## src/rtl/input_conditioner.sv

```systemverilog
// Board input front end: 2-flop synchronisers and per-bit debounce for slide
// switches and push-buttons, with registered key edge pulses and a switch-change pulse.
module input_conditioner #(
    parameter int N_SW            = 10,
    parameter int N_KEY           = 2,
    parameter int DEBOUNCE_CYCLES = 500000,
    parameter int CNT_W           = 20,
    parameter int KEY_ACTIVE_LOW  = 1
) (
    input  logic             clk,
    input  logic             reset_n,
    input  logic [N_SW-1:0]  switch_raw,
    input  logic [N_KEY-1:0] key_raw,
    output logic [N_SW-1:0]  switch,
    output logic [N_KEY-1:0] key,
    output logic [N_KEY-1:0] key_press,
    output logic [N_KEY-1:0] key_release,
    output logic             switch_changed
);

    localparam int N_ALL = N_SW + N_KEY;

    // Keys are flipped after synchronisation so that internally pressed = 1.
    localparam logic [N_KEY-1:0] KEY_INV     = (KEY_ACTIVE_LOW != 0) ? '1 : '0;
    localparam logic [N_ALL-1:0] SYNC_RESET  = {KEY_INV, {N_SW{1'b0}}};
    localparam logic [N_ALL-1:0] POLARITY    = {KEY_INV, {N_SW{1'b0}}};
    localparam logic [CNT_W-1:0] CNT_LAST    = CNT_W'(DEBOUNCE_CYCLES - 1);

    logic [N_ALL-1:0] syncFirst;
    logic [N_ALL-1:0] syncSecond;
    logic [N_ALL-1:0] condIn;
    logic [N_ALL-1:0] stab;
    logic [N_ALL-1:0] accept;
    logic [N_ALL-1:0] stabNext;
    logic [CNT_W-1:0] cnt [N_ALL];

    assign condIn = syncSecond ^ POLARITY;

    // A bit is accepted on the edge where it has disagreed with stab for the
    // full debounce window; the counter saturates there and never wraps.
    always_comb begin
        accept = '0;
        for (int i = 0; i < N_ALL; i++) begin
            accept[i] = (condIn[i] != stab[i]) && (cnt[i] == CNT_LAST);
        end
        stabNext = stab ^ accept;
    end

    always_ff @(posedge clk) begin
        if (!reset_n) begin
            syncFirst      <= SYNC_RESET;
            syncSecond     <= SYNC_RESET;
            stab           <= '0;
            key_press      <= '0;
            key_release    <= '0;
            switch_changed <= 1'b0;
            for (int i = 0; i < N_ALL; i++) begin
                cnt[i] <= '0;
            end
        end else begin
            syncFirst      <= {key_raw, switch_raw};
            syncSecond     <= syncFirst;
            stab           <= stabNext;
            key_press      <= accept[N_ALL-1:N_SW] & ~stab[N_ALL-1:N_SW];
            key_release    <= accept[N_ALL-1:N_SW] & stab[N_ALL-1:N_SW];
            switch_changed <= |accept[N_SW-1:0];
            for (int i = 0; i < N_ALL; i++) begin
                if (condIn[i] == stab[i] || accept[i]) begin
                    cnt[i] <= '0;
                end else begin
                    cnt[i] <= cnt[i] + 1'b1;
                end
            end
        end
    end

    assign switch = stab[N_SW-1:0];
    assign key    = stab[N_ALL-1:N_SW];

endmodule

```

## config.mk

```make
export PLATFORM = sky130hd
export DESIGN_NAME = input_conditioner
export DESIGN_NICKNAME = d
export VERILOG_FILES = /design/src/rtl/input_conditioner.sv
export SDC_FILE = /design/constraint.sdc
export NUM_CORES = 1
export LEC_CHECK = 0
export BUFFER_PORTS_ARGS = -buffer_cell sky130_fd_sc_hd__clkbuf_2
export CAP_MARGIN = 0
export CORE_MARGIN = 4
export CORE_UTILIZATION = 43
export DETAILED_ROUTE_END_ITERATION = 10
export PLACE_DENSITY = 0.56
export SETUP_SLACK_MARGIN = 0.05
export SYNTH_ARGS = -nofsm -noshare
export SYNTH_HDL_FRONTEND = slang
export SYNTH_SLANG_ARGS = --single-unit
```

## constraint.sdc

```tcl
create_clock -name clk -period 3.25 [get_ports clk]
set_input_delay 0.1625 -clock clk [delete_from_list [all_inputs] [get_ports clk]]
set_output_delay 0.1625 -clock clk [all_outputs]
set_load 0.02 [all_outputs]
```

==> results.sh, run 1 <==
export IMPL_status="completed"
export IMPL_clock_path_buffers=3
export IMPL_fillerInstances=3041
export IMPL_gp_congestion=0.760
export IMPL_hold_viol=0
export IMPL_grt_pass1_wl_mm=44.2
export IMPL_drv_slew=0
export IMPL_via_per_inst=4.64
export IMPL_clk_latency_ns=0.50
export IMPL_grt_usage=0.143
export IMPL_arrival_ns=2.71
export IMPL_cts_buffers=34
export IMPL_dieHeight_um=191
export IMPL_fin_crit_sh=0.769
export IMPL_worst_path_max_delay_cell="nand3b_1"
export IMPL_min_delay_path_depth=3
export IMPL_crit_type="reg -> reg"
export IMPL_critical_path_max_fanout=20
export IMPL_ant_nets=0
export IMPL_finalInstanceArea_um2=17000
export IMPL_vias=9650
export IMPL_r2r_end="cnt[1][14]$_SDFFCE_PN0P_"
export IMPL_antenna_cells=0
export IMPL_yosys_warnings=0
export IMPL_rrSetupSlack_ns=0.75
export IMPL_drtPass1Iterations=4
export IMPL_hold_slack_ns=0.390
export IMPL_slew_headroom=0.456
export IMPL_power_leakage_nw=6.02
export IMPL_required_ns=3.46
export IMPL_dpl_cell_area_um2=15800
export IMPL_ys_ff_latch=281
export IMPL_synthFlopType="edfxtp_1"
export IMPL_cts_sinks=281
export IMPL_cts_root_buf="clkbuf_16"
export IMPL_rsz0062_at_grt="no"
export IMPL_numPortBuffers=30
export IMPL_die_area_um2=36500
export IMPL_cts_setup_buffers=0
export IMPL_path_cells="nor4b_1 > nand4_1 > nor3_1 > nand3b_1 > nor2_1"
export IMPL_min_path_type="in -> reg"
export IMPL_fin_setup_tns_ns=0
export IMPL_synthCells=1332
export IMPL_r2r_start="cnt[1][6]$_SDFFCE_PN0P_"
export IMPL_slowest_delay_ns=0.65
export IMPL_clkTransAtPathRegs_ns=0.06
export IMPL_first_global_vias=9657
export IMPL_holdCritStartpoint="key_raw[0]"
export IMPL_finalSetupViolCount=0
export IMPL_initial_core_util=0.440
export IMPL_die_x_um=191
export IMPL_final_nets=1645
export IMPL_cts_htree_levels=2
export IMPL_grt_max_degree=23
export IMPL_cts_tree="done"
export IMPL_async_flop_share=0
export IMPL_core_area_um2=32800
export IMPL_tightest_slew_ns=0.813
export IMPL_synth_cell_types=55
export IMPL_rows=66
export IMPL_grt_overflow_total=0
export IMPL_area_growth_pct=17.8
export IMPL_wirelength_mm=25.2
export IMPL_drcViolationCount=0
export IMPL_post_route_min_period_ns=2.50
export IMPL_netlist_area_um2=14400
export IMPL_vdd_drop_max_mv=0.384
export IMPL_cp_start_kind="flip-flop"
export IMPL_rr_worst_depth=5
export IMPL_min_to="syncFirst[10]$_SDFF_PN1_"
export IMPL_drt_iter0_drc=394
export IMPL_clock_skew_ns=0.0141
export IMPL_syn_avg_cell_area_um2=10.8
export IMPL_cp_end_kind="flip-flop"
export IMPL_ys_seq_area_frac=0.557
export IMPL_wl_per_cell_um=12.1
export IMPL_fmax_mhz=400
export IMPL_maxCapViolations=0
export IMPL_antenna_found_initial=1
export IMPL_hpwl_mm=17.7
export IMPL_synth_edf_count=240
export IMPL_worst_path_buf_inv=0
export IMPL_cp_top_family="simple AND/OR/NAND/NOR gates"
export IMPL_ios=31
export IMPL_p_per_area_nw_per_um2=473
export IMPL_layout_drive_gt1_share=0.0714
==> repair_timing <==
action / in CTS / in global routing
hold buffers: 12 / 0
hold endpoints to repair: 12 / 0
setup endpoints to repair: 0 / 0
gates resized for setup: 0 / 0
==> logic make-up (layout without fill, tap and decap cells) <==
kind of cell / count (synthesis) / in the layout / share of synthesized area
other: 1 / 240 / 0.000260
DFF: 281 / 281 / 0.557
xor gates and xnor gates: 223 / 223 / 0.135
muxes: 8 / 8 / 0.00555
and+or+nand+nor: 709 / 709 / 0.255
AOI/OAI and AO/OA: 21 / 21 / 0.00876
buffers and inverters: 73 / 141 / 0.0250
adders and majority gates: 16 / 16 / 0.0139
==> Yosys cell counts (25+ instances only) <==
| cell | count | share of area |
|---|---|---|
| and2_1 | 34 | 0.015 |
| xnor2_1 | 117 | 0.071 |
| edfxtp_1 | 240 | 0.50 |
| dfxtp_1 | 41 | 0.057 |
| and3_1 | 25 | 0.011 |
| inv_1 | 35 | 0.0091 |
| nand4_1 | 52 | 0.023 |
| nor3_1 | 47 | 0.016 |
| nor2_1 | 258 | 0.067 |
| nand3_1 | 84 | 0.029 |
| nand2_1 | 74 | 0.019 |
| xor2_1 | 106 | 0.064 |
==> worst max-delay path by stage <==
stage / depth (start not counted) / end / start
floorplan: 5 / cnt[2][12]$_SDFFCE_PN0P_ / cnt[2][7]$_SDFFCE_PN0P_
global placement: 6 / cnt[1][16]$_SDFFCE_PN0P_ / cnt[1][0]$_SDFFCE_PN0P_
detailed placement: 5 / cnt[1][14]$_SDFFCE_PN0P_ / cnt[1][6]$_SDFFCE_PN0P_
CTS: 5 / cnt[1][14]$_SDFFCE_PN0P_ / cnt[1][6]$_SDFFCE_PN0P_
global route: 5 / cnt[1][11]$_SDFFCE_PN0P_ / cnt[1][6]$_SDFFCE_PN0P_
finish: 5 / cnt[1][14]$_SDFFCE_PN0P_ / cnt[1][6]$_SDFFCE_PN0P_
==> cells in the final DEF (no fill, tap or decap), types with 7 or more instances in the layout <==
cell type / synthesis / routed
a21oi_1: 7 / 7
and2_1: 34 / 34
and3_1: 25 / 25
and4_1: 22 / 22
clkbuf_1: 9 / 14
clkbuf_16: 0 / 36
clkbuf_2: 1 / 30
conb_1: 1 / 240
dfxtp_1: 41 / 41
dlygate4sd3_1: 0 / 12
edfxtp_1: 240 / 240
ha_1: 16 / 16
inv_1: 35 / 35
mux2i_1: 8 / 8
nand2_1: 74 / 74
nand3_1: 84 / 84
nand3b_1: 8 / 8
nand4_1: 52 / 52
nor2_1: 258 / 258
nor2_2: 24 / 24
nor3_1: 47 / 47
nor4_1: 23 / 23
nor4b_1: 13 / 13
o21ai_0: 7 / 7
or3_1: 7 / 7
xnor2_1: 117 / 117
xor2_1: 106 / 106
==> worst register-to-register path, delay by kind of cell, from the launching register on <==
family        cells  cell delay [ns]
flops             1             0.48
simple gates      5             1.74
==> registers in the layout, summed over array words and instances (netlist names), named ones only <==
signal          cells
syncFirst          12
switch_changed      1
cnt               240
key_press           2
key_release         2
stab                2
syncSecond         12
==> layer usage <==
layer	share of wire	GRT usage
met1	0.49	0.194
met4	0.020	0.0370
met5	0	0
met3	0.032	0.0247
met2	0.46	0.240
==> cell type report <==
class	count	area, um^2	area share
clock inverter	6	31.3	0.00184
tap	442	553	0.0326
multi-input combinational	1217	6930	0.408
inverter	35	131	0.00773
sequential	281	8030	0.473
clock buffer	54	1010	0.0594
timing repair buffer	46	300	0.0177
==> per-stage QoR <==
step | setup WS, ns | cells | total power [W] | utilization
3_3_place_gp | 0.731 | 2009 | 0.00456 | 0.483
4_1_cts | 0.685 | 2081 | 0.00815 | 0.518
3_5_place_dp | 0.715 | 2009 | 0.00456 | 0.483
5_1_grt | 0.492 | 2081 | 0.00839 | 0.518
6_report | 0.750 | 2081 | 0.00803 | 0.518
2_1_floorplan | 1.34 | 1571 | 0.00448 | -
==> power by group <==
group	switching [W]	internal, W
clock	0.00140	0.00212
combinational	0.000171	0.000129
sequential	0.000148	0.00406
Note: power is estimated with default switching activity, not from simulation.
==> inputs of run 2 (changes only) <==
==> constraint.sdc (replaced) <==
create_clock -name clk -period 2.43 [get_ports clk]
set_input_delay 0.1215 -clock clk [delete_from_list [all_inputs] [get_ports clk]]
set_output_delay 0.1215 -clock clk [all_outputs]
set_load 0.02 [all_outputs]
==> run 2 against run 1 <==
Global-route usage increased by 0.14 points; via count increased by 0.42%; non-clock buffer count increased by 15; critical endpoint is now cnt[0][30]$_SDFFCE_PN0P_; cell area increased by 1.3%; register-to-register slack got worse by 0.49 ns; maximum frequency increased by 15%.
==> results.sh, run 2 (synthesis results as in run 1) <==
export IMPL_status="completed"
export IMPL_maxCapViolations=0
export IMPL_vdd_drop_max_mv=0.468
export IMPL_drtPass1Iterations=4
export IMPL_hpwl_mm=17.9
export IMPL_ant_nets=0
export IMPL_cts_tree="done"
export IMPL_cts_root_buf="clkbuf_16"
export IMPL_hold_viol=0
export IMPL_reg_top3="cnt x240, syncFirst x12, syncSecond x12"
export IMPL_critical_path_max_fanout=20
export IMPL_die_x_um=191
export IMPL_final_cells=2097
export IMPL_p_per_area_nw_per_um2=642
export IMPL_final_nets=1660
export IMPL_layout_commonest_cell="nor2_1"
export IMPL_fin_crit_sh=0.891
export IMPL_cp_start_kind="flip-flop"
export IMPL_first_global_vias=9514
export IMPL_gp_congestion=0.773
export IMPL_finalInstanceArea_um2=17200
export IMPL_vias=9691
export IMPL_grt_pass1_wl_mm=44.5
export IMPL_ios=31
export IMPL_rsz0062_at_grt="no"
export IMPL_post_route_min_period_ns=2.17
export IMPL_required_ns=2.68
export IMPL_hold_slack_ns=0.125
export IMPL_cts_buffers=34
export IMPL_slowest_delay_ns=0.47
export IMPL_wirelength_mm=25.4
export IMPL_dpl_cell_area_um2=16000
export IMPL_clk_latency_ns=0.51
export IMPL_drcViolationCount=0
export IMPL_cp_top_family="simple AND/OR/NAND/NOR gates"
export IMPL_dieHeight_um=191
export IMPL_min_path_type="in -> reg"
export IMPL_layout_drive_gt1_share=0.0840
export IMPL_clock_skew_ns=0.0174
export IMPL_cts_sinks=281
export IMPL_drt_iter0_drc=459
export IMPL_antenna_cells=0
export IMPL_tightest_slew_ns=0.657
export IMPL_rows=66
export IMPL_core_area_um2=32800
export IMPL_worst_path_max_delay_cell="or4_1"
export IMPL_fillerInstances=2972
export IMPL_top_register="cnt"
export IMPL_slew_headroom=0.562
export IMPL_drv_slew=0
export IMPL_worst_path_buf_inv=1
export IMPL_rr_worst_depth=7
export IMPL_initial_core_util=0.440
export IMPL_min_delay_path_depth=3
export IMPL_finalSetupViolCount=0
export IMPL_power_total_w=0.0110
export IMPL_grt_overflow_total=0
export IMPL_via_per_inst=4.62
export IMPL_dp_cells=2024
export IMPL_grt_max_degree=24
export IMPL_die_area_um2=36500
export IMPL_fin_setup_tns_ns=0
export IMPL_path_cells="ha_1 > nand4_1 > or4_1 > nor3_4 > nand3b_1 > buf_4 > nor2_1"
export IMPL_wl_per_cell_um=12.1
export IMPL_area_growth_pct=19.3
export IMPL_power_leakage_nw=6.16
export IMPL_clock_path_buffers=3
export IMPL_largest_reg_flops=240
export IMPL_final_cell_mix="nor2_1, edfxtp_1, conb_1"
export IMPL_worst_path_stages=7
export IMPL_crit_type="reg -> reg"
export IMPL_antenna_found_initial=0
export IMPL_cts_htree_levels=2
export IMPL_clkTransAtPathRegs_ns=0.06
export IMPL_fmax_mhz=462
export IMPL_grt_usage=0.145
export IMPL_cp_end_kind="flip-flop"
export IMPL_arrival_ns=2.41
export IMPL_numPortBuffers=30
==> run 2: stage by stage <==
step / util / setup WS, ns
2_1_floorplan: - / 0.522
3_3_place_gp: 0.487 / 0.287
3_5_place_dp: 0.487 / 0.215
4_1_cts: 0.525 / 0.193
5_1_grt: 0.525 / 0.0530
6_report: 0.525 / 0.264
==> run 2: path summary, 6_finish.rpt <==
kind | start | to | slack, ns
worst max-delay path | cnt[0][20]$_SDFFCE_PN0P_ | cnt[0][30]$_SDFFCE_PN0P_ | 0.26
worst min-delay path | reset_n | cnt[0][4]$_SDFFCE_PN0P_ | 0.12
worst max register to register | cnt[0][20]$_SDFFCE_PN0P_ | cnt[0][30]$_SDFFCE_PN0P_ | 0.26
worst min register to register | syncFirst[11]$_SDFF_PN1_ | syncSecond[11]$_SDFF_PN1_ | 0.41
==> run 2: repair_timing <==
item	in CTS	in global routing
hold endpoints to repair	12	0
buffers inserted	0	0
endpoints found under the setup margin	0	20
gates resized for setup	0	1
hold buffers	12	0
==> run 2: area by class of cell <==
| class | instances | area (um^2) | area share |
|---|---|---|---|
| clock buffers | 53 | 1070 | 0.0620 |
| repair buffers | 61 | 425 | 0.0247 |
| well taps | 442 | 553 | 0.0321 |
| multi-input cells | 1217 | 6940 | 0.403 |
| inverters | 35 | 131 | 0.00764 |
| flip-flops and latches | 281 | 8030 | 0.467 |
| clock inverters | 8 | 63.8 | 0.00371 |
==> run 2: metal layers <==
metal | wire [um] | vias to the layer above | track usage
met4 | 488 | 0 | 0.0395
met1 | 12300 | 4493 | 0.194
met2 | 11800 | 85 | 0.241
met5 | 0 | - | 0
li1 | - | 5082 | -
met3 | 851 | 31 | 0.0281
==> run 2: worst register-to-register path, delay by kind of cell, from the launching register on <==
kind / cells / cell delay (ns)
buffers and inverters: 1 / 0.25
and+or+nand+nor: 5 / 1.04
DFF: 1 / 0.39
adders and majority gates: 1 / 0.24
==> run 2: power breakdown <==
group,switching (W),internal [W],total [W]
sequential,0.000198,0.00543,0.00563
combinational,0.000230,0.000179,0.000409
clock,0.00190,0.00312,0.00501
